$ cat src/rtl/frame_move_sched.sv
// Sequences one SDRAM frame move: selects the mux channels, settles them, raises a single
// frame request, waits for the matching finish (or a timeout) and reports completion.
module frame_move_sched #(
    parameter int unsigned     SETTLE_CYCLES = 4,
    parameter int unsigned     TO_W          = 24,
    parameter logic [TO_W-1:0] TIMEOUT       = 24'hFFFFFF
) (
    input  logic        clk_50,
    input  logic        rst,
    input  logic        cmd_valid,
    output logic        cmd_ready,
    input  logic [1:0]  cmd_op,
    input  logic [1:0]  cmd_index,
    input  logic [31:0] cmd_bmp_addr,
    output logic [1:0]  write_ch,
    output logic [1:0]  read_ch,
    output logic [1:0]  sdram_index,
    output logic        bmp_read,
    output logic [31:0] bmp_read_addr,
    output logic        write_req,
    input  logic        write_req_ack,
    output logic        read_req,
    input  logic        read_req_ack,
    input  logic        write_finish,
    input  logic        read_finish,
    output logic        busy,
    output logic        done,
    output logic        err_timeout,
    output logic [1:0]  disp_index,
    output logic [2:0]  state_dbg
);
    // Handshake: a command transfers on any clk_50 edge where cmd_valid and cmd_ready are both 1;
    // cmd_ready is only high in IDLE, so a source must hold its command until it is taken.
    typedef enum logic [2:0] {S_IDLE, S_SETUP, S_REQ, S_WAIT, S_DONE} state_t;

    localparam logic [1:0]      OP_CAM   = 2'd0;
    localparam logic [1:0]      OP_LOAD  = 2'd1;
    localparam logic [1:0]      OP_SAVE  = 2'd2;
    localparam logic [1:0]      OP_DISP  = 2'd3;
    localparam logic [3:0]      SET_LAST = 4'(SETTLE_CYCLES - 1);
    localparam logic [3:0]      SET_PRE  = 4'(SETTLE_CYCLES - 2);
    localparam logic [TO_W-1:0] TO_LAST  = TIMEOUT - TO_W'(1);

    state_t          state_q;
    logic [1:0]      op_q;
    logic [3:0]      set_cnt_q;
    logic [TO_W-1:0] to_cnt_q, to_cnt_d;
    logic            fin_q;
    logic [1:0]      write_ch_q, read_ch_q, sdram_index_q, disp_index_q;
    logic [31:0]     bmp_read_addr_q;
    logic            bmp_read_q, write_req_q, read_req_q, busy_q, done_q, err_q, cmd_ready_q;

    logic ack_now, fin_now, fin_any, to_hit;

    assign ack_now  = (op_q == OP_SAVE) ? read_req_ack : write_req_ack;
    assign fin_now  = (op_q == OP_SAVE) ? read_finish : write_finish;
    assign fin_any  = fin_q | fin_now;
    assign to_hit   = (to_cnt_q == TO_LAST);
    // Saturates so the counter can never wrap back into the live range.
    assign to_cnt_d = (to_cnt_q == TIMEOUT) ? to_cnt_q : to_cnt_q + TO_W'(1);

    always_ff @(posedge clk_50 or posedge rst) begin
        if (rst) begin
            state_q         <= S_IDLE;
            op_q            <= OP_CAM;
            set_cnt_q       <= '0;
            to_cnt_q        <= '0;
            fin_q           <= 1'b0;
            write_ch_q      <= 2'd0;
            read_ch_q       <= 2'd1;
            sdram_index_q   <= 2'd0;
            disp_index_q    <= 2'd0;
            bmp_read_addr_q <= '0;
            bmp_read_q      <= 1'b0;
            write_req_q     <= 1'b0;
            read_req_q      <= 1'b0;
            busy_q          <= 1'b0;
            done_q          <= 1'b0;
            err_q           <= 1'b0;
            cmd_ready_q     <= 1'b1;
        end else begin
            bmp_read_q <= 1'b0;
            done_q     <= 1'b0;
            case (state_q)
                S_IDLE: begin
                    sdram_index_q <= disp_index_q;
                    read_ch_q     <= 2'd1;
                    if (cmd_valid && cmd_ready_q) begin
                        op_q        <= cmd_op;
                        fin_q       <= 1'b0;
                        err_q       <= 1'b0;
                        cmd_ready_q <= 1'b0;
                        busy_q      <= 1'b1;
                        if (cmd_op == OP_DISP) begin
                            disp_index_q <= cmd_index;
                            done_q       <= 1'b1;
                            state_q      <= S_DONE;
                        end else begin
                            sdram_index_q   <= cmd_index;
                            bmp_read_addr_q <= cmd_bmp_addr;
                            set_cnt_q       <= '0;
                            if (cmd_op == OP_CAM)  write_ch_q <= 2'd0;
                            if (cmd_op == OP_LOAD) write_ch_q <= 2'd1;
                            if (cmd_op == OP_SAVE) read_ch_q  <= 2'd0;
                            bmp_read_q <= (cmd_op == OP_LOAD) && (SETTLE_CYCLES == 1);
                            state_q    <= S_SETUP;
                        end
                    end
                end
                S_SETUP: begin
                    if (set_cnt_q == SET_LAST) begin
                        to_cnt_q    <= '0;
                        write_req_q <= (op_q != OP_SAVE);
                        read_req_q  <= (op_q == OP_SAVE);
                        state_q     <= S_REQ;
                    end else begin
                        set_cnt_q  <= set_cnt_q + 4'd1;
                        // Registered pulse lands in the final settle cycle.
                        bmp_read_q <= (op_q == OP_LOAD) && (set_cnt_q == SET_PRE);
                    end
                end
                S_REQ: begin
                    to_cnt_q <= to_cnt_d;
                    if (fin_now) fin_q <= 1'b1;
                    if (to_hit && !(ack_now && fin_any)) begin
                        write_req_q <= 1'b0;
                        read_req_q  <= 1'b0;
                        err_q       <= 1'b1;
                        done_q      <= 1'b1;
                        state_q     <= S_DONE;
                    end else if (ack_now) begin
                        write_req_q <= 1'b0;
                        read_req_q  <= 1'b0;
                        state_q     <= S_WAIT;
                    end
                end
                S_WAIT: begin
                    to_cnt_q <= to_cnt_d;
                    if (fin_any) begin
                        err_q   <= 1'b0;
                        done_q  <= 1'b1;
                        state_q <= S_DONE;
                    end else if (to_hit) begin
                        err_q   <= 1'b1;
                        done_q  <= 1'b1;
                        state_q <= S_DONE;
                    end
                end
                S_DONE: begin
                    read_ch_q     <= 2'd1;
                    sdram_index_q <= disp_index_q;
                    busy_q        <= 1'b0;
                    cmd_ready_q   <= 1'b1;
                    err_q         <= 1'b0;
                    state_q       <= S_IDLE;
                end
                default: state_q <= S_IDLE;
            endcase
        end
    end

    assign cmd_ready     = cmd_ready_q;
    assign write_ch      = write_ch_q;
    assign read_ch       = read_ch_q;
    assign sdram_index   = sdram_index_q;
    assign bmp_read      = bmp_read_q;
    assign bmp_read_addr = bmp_read_addr_q;
    assign write_req     = write_req_q;
    assign read_req      = read_req_q;
    assign busy          = busy_q;
    assign done          = done_q;
    assign err_timeout   = err_q;
    assign disp_index    = disp_index_q;
    assign state_dbg     = state_q;
endmodule

$ cat config.mk
export PLATFORM = sky130hd
export DESIGN_NAME = frame_move_sched
export DESIGN_NICKNAME = d
export VERILOG_FILES = /design/src/rtl/frame_move_sched.sv
export SDC_FILE = /design/constraint.sdc
export NUM_CORES = 1
export LEC_CHECK = 0
export ABC_AREA = 0
export ABC_CLOCK_PERIOD_IN_PS = 4100
export CAP_MARGIN = 30
export CORE_MARGIN = 8
export CORE_UTILIZATION = 53
export DETAILED_ROUTE_END_ITERATION = 10
export HOLD_SLACK_MARGIN = 0.15
export PLACE_DENSITY = 0.87
export SETUP_SLACK_MARGIN = 0.2
export SYNTH_ARGS = -nofsm -noshare
export SYNTH_HDL_FRONTEND = slang
export SYNTH_SLANG_ARGS = --single-unit
$ cat constraint.sdc
create_clock -name clk_50 -period 4.1 [get_ports clk_50]
set_input_delay 0.82 -clock clk_50 [delete_from_list [all_inputs] [get_ports clk_50]]
set_output_delay 0.82 -clock clk_50 [all_outputs]
set_load 0.05 [all_outputs]
Word-level counts from Yosys, hierarchy flattened
Index checks and enable logic that the tools add are counted.
W data, S select, Z words.
{ "totals": {"register_bits": 81, "inputBits": 43, "output_inout_bits": 50, "elab_cells": 120} }
{ "classes": {"add_sub_neg": 2, "eq_ne": 23, "n_mux": 50, "bitwise_logic": 2, "reduce_logical": 26} }
{ "op_table": {"columns": ["cell", "n"], "rows": [
  ["$eq A24 B24 Y1 const B", 2],
  ["$mux W24", 2],
  ["$pmux W24 S2", 1],
  ["$add A24 B1 Y24 const B", 1],
  ["$mux W1", 22],
  ["$mux W3", 7],
  ["$ne A2 B2 Y1 const B", 8],
  ["$reduce_and A4 Y1", 4],
  ["$reduce_and A3 Y1", 5],
  ["$mux W4", 3],
  ["$pmux W3 S4", 1],
  ["$reduce_bool A2 Y1", 6],
  ["$pmux W1 S2", 5],
  ["$eq A4 B2 Y1 const B", 2],
  ["$mux W2", 4],
  ["$pmux W2 S2", 2],
  ["$pmux W4 S2", 1],
  ["$eq A2 B2 Y1 const B", 3],
  ["$eq A3 B2 Y1 const B", 2],
  ["$ne A3 B3 Y1 const B", 2],
  ["$add A4 B1 Y4 const B", 1],
  ["$eq A2 B1 Y1 const B", 2],
  ["$logic_and A1 B1 Y1", 4],
  ["$pmux W1 S4", 1],
  ["11 further kinds", 12]
]} }

Depth between registers and ports, before layout
{ "logic_depth": {"depth_word": 8, "depth_mapped": 7, "depth_no_buf": 6} }

Least setup slack after synthesis
Ideal clock, no wire load.
{ "synth_path": {"path_kind": "register to register", "startpoint": "register state_q[0] (netlist: state_dbg[0])", "endpoint": "register to_cnt_q[15]", "setup_time_ns": 0.073, "t_arrival_ns": 2.153, "t_required_ns": 4.027, "path_slack_ns": 1.874, "stages_incl_launch_ff": 8, "n_path_buf": 2, "period_less_slack_ns": 2.226, "cell_sequence": "dfrtp_1 -> buf_2 -> nand4bb_1 -> a21oi_2 -> o311ai_2 -> buf_6 -> or3_2 -> a21oi_2"} }
{ "synth_between": {"elab_chain_cells": 4, "word_cells_on_any_way": 9, "classes_between": "eq/ne (5); mux (1); reduce/logical (3)"} }
{ "synth_rtl": {"columns": ["element", "line", "source"], "rows": [
  ["start: declaration", "44", "state_t state_q;"],
  ["start signal: assignment", "64", "state_q <= S_IDLE;"],
  ["start signal: assignment", "97", "state_q <= S_DONE;"],
  ["start signal: assignment", "106", "state_q <= S_SETUP;"],
  ["$eq A3 B2 Y1", "84", "case (state_q)"],
  ["$reduce_or A2 Y1 (no source line)", null, null],
  ["$ne A2 B2 Y1 (no source line) / $reduce_bool A2 Y1 (equally long branches)", null, null],
  ["$reduce_and A3 Y1 (no source line)", null, null],
  ["end signal: assignment", "123", "to_cnt_q <= to_cnt_d;"],
  ["end signal: assignment", "138", "to_cnt_q <= to_cnt_d;"],
  ["end: declaration", "47", "logic [TO_W-1:0] to_cnt_q, to_cnt_d;"]
]} }
Parallel ways exist; a longest one is shown, timed or not.
A chain may end at the register's enable or synchronous reset.

Worst setup path after layout
{ "layout_path": {"startpoint": "input cmd_valid", "endpoint": "register bmp_read_addr_q[22] (netlist: bmp_read_addr[22])"} }
{ "layout_between": {"elab_chain_cells": 2} }
{ "layout_rtl": {"columns": ["element", "line", "source"], "rows": [
  ["start: declaration", "10", "input logic cmd_valid,"],
  ["$logic_and A1 B1 Y1", "88", "if (cmd_valid && cmd_ready_q) begin"],
  ["$reduce_and A3 Y1 (no source line)", null, null],
  ["end signal: assignment", "100", "bmp_read_addr_q <= cmd_bmp_addr;"],
  ["end: declaration", "50", "logic [31:0] bmp_read_addr_q;"]
]} }
Every way passes these cells.

==> key figures <==
Outcome
  – Status: complete, no violations

Drt
  – Antenna-violating nets left: 0
  – Via Count: ~3.0k
  – Vias per cell: roughly 5.6
  – Routed wire length: 9.07 mm
  – Wire per inst: around 17 um
  – TritonRoute pass-1 iters: 4
  – DRC: 0
  – Initial DRC count: between 100 and 150

Synth
  – Most numerous cell in the Yosys netlist: dfrtp_1
  – Post-Synthesis Cells: 342
  – Synth top cells by count: dfrtp_1 (77), mux2_2 (38), nand2_1 (33)
  – Top cell type's share of synthesized area: slightly above 50%
  – Xor and xnor area share after synthesis: 0.690%
  – Prevailing post-synth register cell: dfrtp_1
  – Netlist cell types: 61
  – Post-synthesis adder-cell area fraction: 1.31%
  – Yosys warning total: 0
  – Yosys top cell by area: dfrtp_1
  – Simple-gate area share of the yosys netlist: 15.6%
  – #FFs+latches synth: around 80
  – Post-synthesis compound-gate area fraction: between 10 and 15%
  – Fraction of synthesized area in multiplexers: around an eighth
  – Ys async rst share: 100%
  – Avg Cell Area, Syn: around 11 um^2
  – Largest family of logic cells by synthesized area: simple AND/OR/NAND/NOR gates
  – Synthesized area: between 0.003 and 0.004 mm^2
  – Post-synth EDFFs: 0
  – Register area share after synthesis: about half
  – Top cells by area, synth: dfrtp_1 (51%), mux2_2 (11%), nand2_1 (3.3%), nor2_1 (2.4%), a21oi_1 (2.1%)

Critical path
  – CP arrival: 3.11 ns
  – Req. time, crit path: between 4 and 5 ns
  – Slowest stage delay, CP: ~0.6 ns
  – Crit start category: input port
  – Top delay family on crit path: buffers and inverters
  – Buf/Inv on CP: 2
  – Slowest cell on crit path: a21oi_4
  – CP endpoint kind: flop
  – CP cell instances: clkdlybuf4s50_1 -> nand3_1 -> a21oi_4 -> buf_4 -> mux2_2
  – Crit-path max FO: 19
  – Crit Path Category: input port to flop

Timing
  – Count of final hold-check violations: 0
  – Final WS setup: 1.25 ns
  – RSZ-0062 raised after global routing: false
  – Maximum clock frequency: approximately 0.35 GHz
  – Clk_skew: 0.0117 ns
  – Min Tclk post-route: 2.85 ns
  – Setup TNS: 0 ns
  – Final period utilization: 69.6%
  – Final setup vio count: 0
  – Least-Margin Pin Slew: about 1 ns
  – Max-slew violation count: 0
  – Relative slew slack: about a third

GRT
  – Pin count of the biggest net entering global routing: 45
  – First-pass GRT wire length: around 15 mm
  – Vias in the first global route: between 3k and 4k
  – Congestion Overflow GR: 0
  – Aggregate global-route resource usage: a little under a fifth
  – Initial antenna violation count: 0

CTS
  – CTS clk-pin slew, worst paths: ~0.09 ns
  – Clock Latency Late Sink: between 0.3 and 0.4 ns
  – Clock Tree Root: clkbuf_8
  – Post-CTS Setup Inserts: 0
  – CTS sink count: 79
  – CTS tree: yes
  – H-Tree Level Count: 3
  – Cts-stage hold buffer count: 0
  – CTS Buf Count: 9
  – CTS resizes: 0
  – CTS Buffer Depth: 2

Place
  – Final HPWL DP: roughly 6.5 mm
  – Setup WS pre-CTS: 0.953 ns
  – IO Port Bufs: 90
  – RePlAce Congestion: approximately 0.86

Power
  – Net switching power: about 0.0018 W
  – Clk network pwr share: between 10% and 20%
  – Worst vdd ir: between 0.5 and 0.6 mV
  – Net Sw Frac: a little under half
  – Pint: 0.00197 W
  – PwrDens: approximately 760 mW/mm^2
  – Pleak: roughly 2.0 nW
  – Sequential power share: between 30% and 40%
  – Gate power share: 51.2%

Finish
  – Area grow syn2layout: 29.9%
  – Nets: 476
  – Share of layout cells above drive strength 1: between 20% and 30%
  – Ant diodes: 0
  – Final core occ: roughly 70%

Die
  – Ports: 93
  – Core Box Area: between 0.007 and 0.008 mm^2
  – Die area: 0.0102 mm^2
  – Starting Density: 53.7%
  – Row count: 31
  – Die Wd: between 100 and 150 um
  – Die height: between 100 and 150 um

Hold path
  – Hold Path Class: flop to flop

Run
  – Max-cap violations: 0
-- worst min-delay path: cells and delay by family (launching register included) --
family,cells,cell delay (ns)
simple gates,2,0.10
flops,1,0.40
-- routing by layer --
metal  GRT usage (%)  up-vias  wire (um)
li1                -     1414          -
met1            19.7     1472       3380
met2            32.9      109       4630
met3            8.29       13        970
met4            6.51        0         93
met5               0        -          0
-- power by group through the flow --
stage                     Combinational [W]  Clock (W)  Sequential, W
after floorplan                    0.000603          0        0.00196
after global placement              0.00190          0        0.00126
after detailed placement            0.00193          0        0.00128
after CTS                           0.00195   0.000564        0.00128
after global routing                0.00203   0.000592        0.00132
final                               0.00193   0.000558        0.00128
-- final cells by class --
type	instances	area (um^2)
multi-input cells	236	1690
inverters	9	33.8
clock inverters	7	62.6
flip-flops and latches	79	1980
repair buffers	94	931
fillers	471	2150
clock buffers	9	124
well taps	99	124
-- through the flow --
step / area (um^2) / total power [W] / cells / hold slack (ns)
2_1_floorplan: 3810 / 0.00256 / 343 / 0.455
3_3_place_gp: 4760 / 0.00316 / 517 / 0.475
3_5_place_dp: 4760 / 0.00321 / 517 / 0.479
4_1_cts: 4950 / 0.00379 / 533 / 0.494
5_1_grt: 4950 / 0.00393 / 533 / 0.527
6_report: 4950 / 0.00377 / 533 / 0.494
-- final timing paths --
check	startpoint	to	slack, ns	depth (start not counted)
min reg2reg	cmd_ready	cmd_ready	0.49	2
min in group asynchronous	rst	bmp_read_addr[8]	0.96	2
min	cmd_ready	cmd_ready	0.49	2
max reg2reg	state_dbg[1]	bmp_read_addr[22]	1.27	5
max in group asynchronous	rst	bmp_read_addr[12]	2.35	3
max	cmd_valid	bmp_read_addr[22]	1.25	5
-- state kept, by name, summed over array words and instances (netlist names), 2 cells and up --
signal	count
disp_index	2
set_cnt_q	4
op_q	2
to_cnt_q	24
bmp_read_addr	32
sdram_index	2
state_dbg	3
-- cell usage in the layout (no fill, tap or decap), drive strengths merged, types with 4 or more instances in the layout --
cell type,count
nor3,7
or3,15
buf,4
nand2,33
inv,14
ha,4
dfrtp,77
o21ai,19
mux2,38
nand3,10
clkbuf,9
nor2,24
nand4,8
a21oi,24
mux2i,5
clkdlybuf4s50,90
-- cells by family after synthesis --
| kind of cell | Yosys count |
|---|---|
| other | 1 |
| muxes | 43 |
| DFF | 79 |
| xor gates and xnor gates | 3 |
| adders and majority gates | 4 |
| AOI/OAI and AO/OA | 71 |
| buffers and inverters | 28 |
| and+or+nand+nor | 113 |
Power figures use the tool's default switching activity.
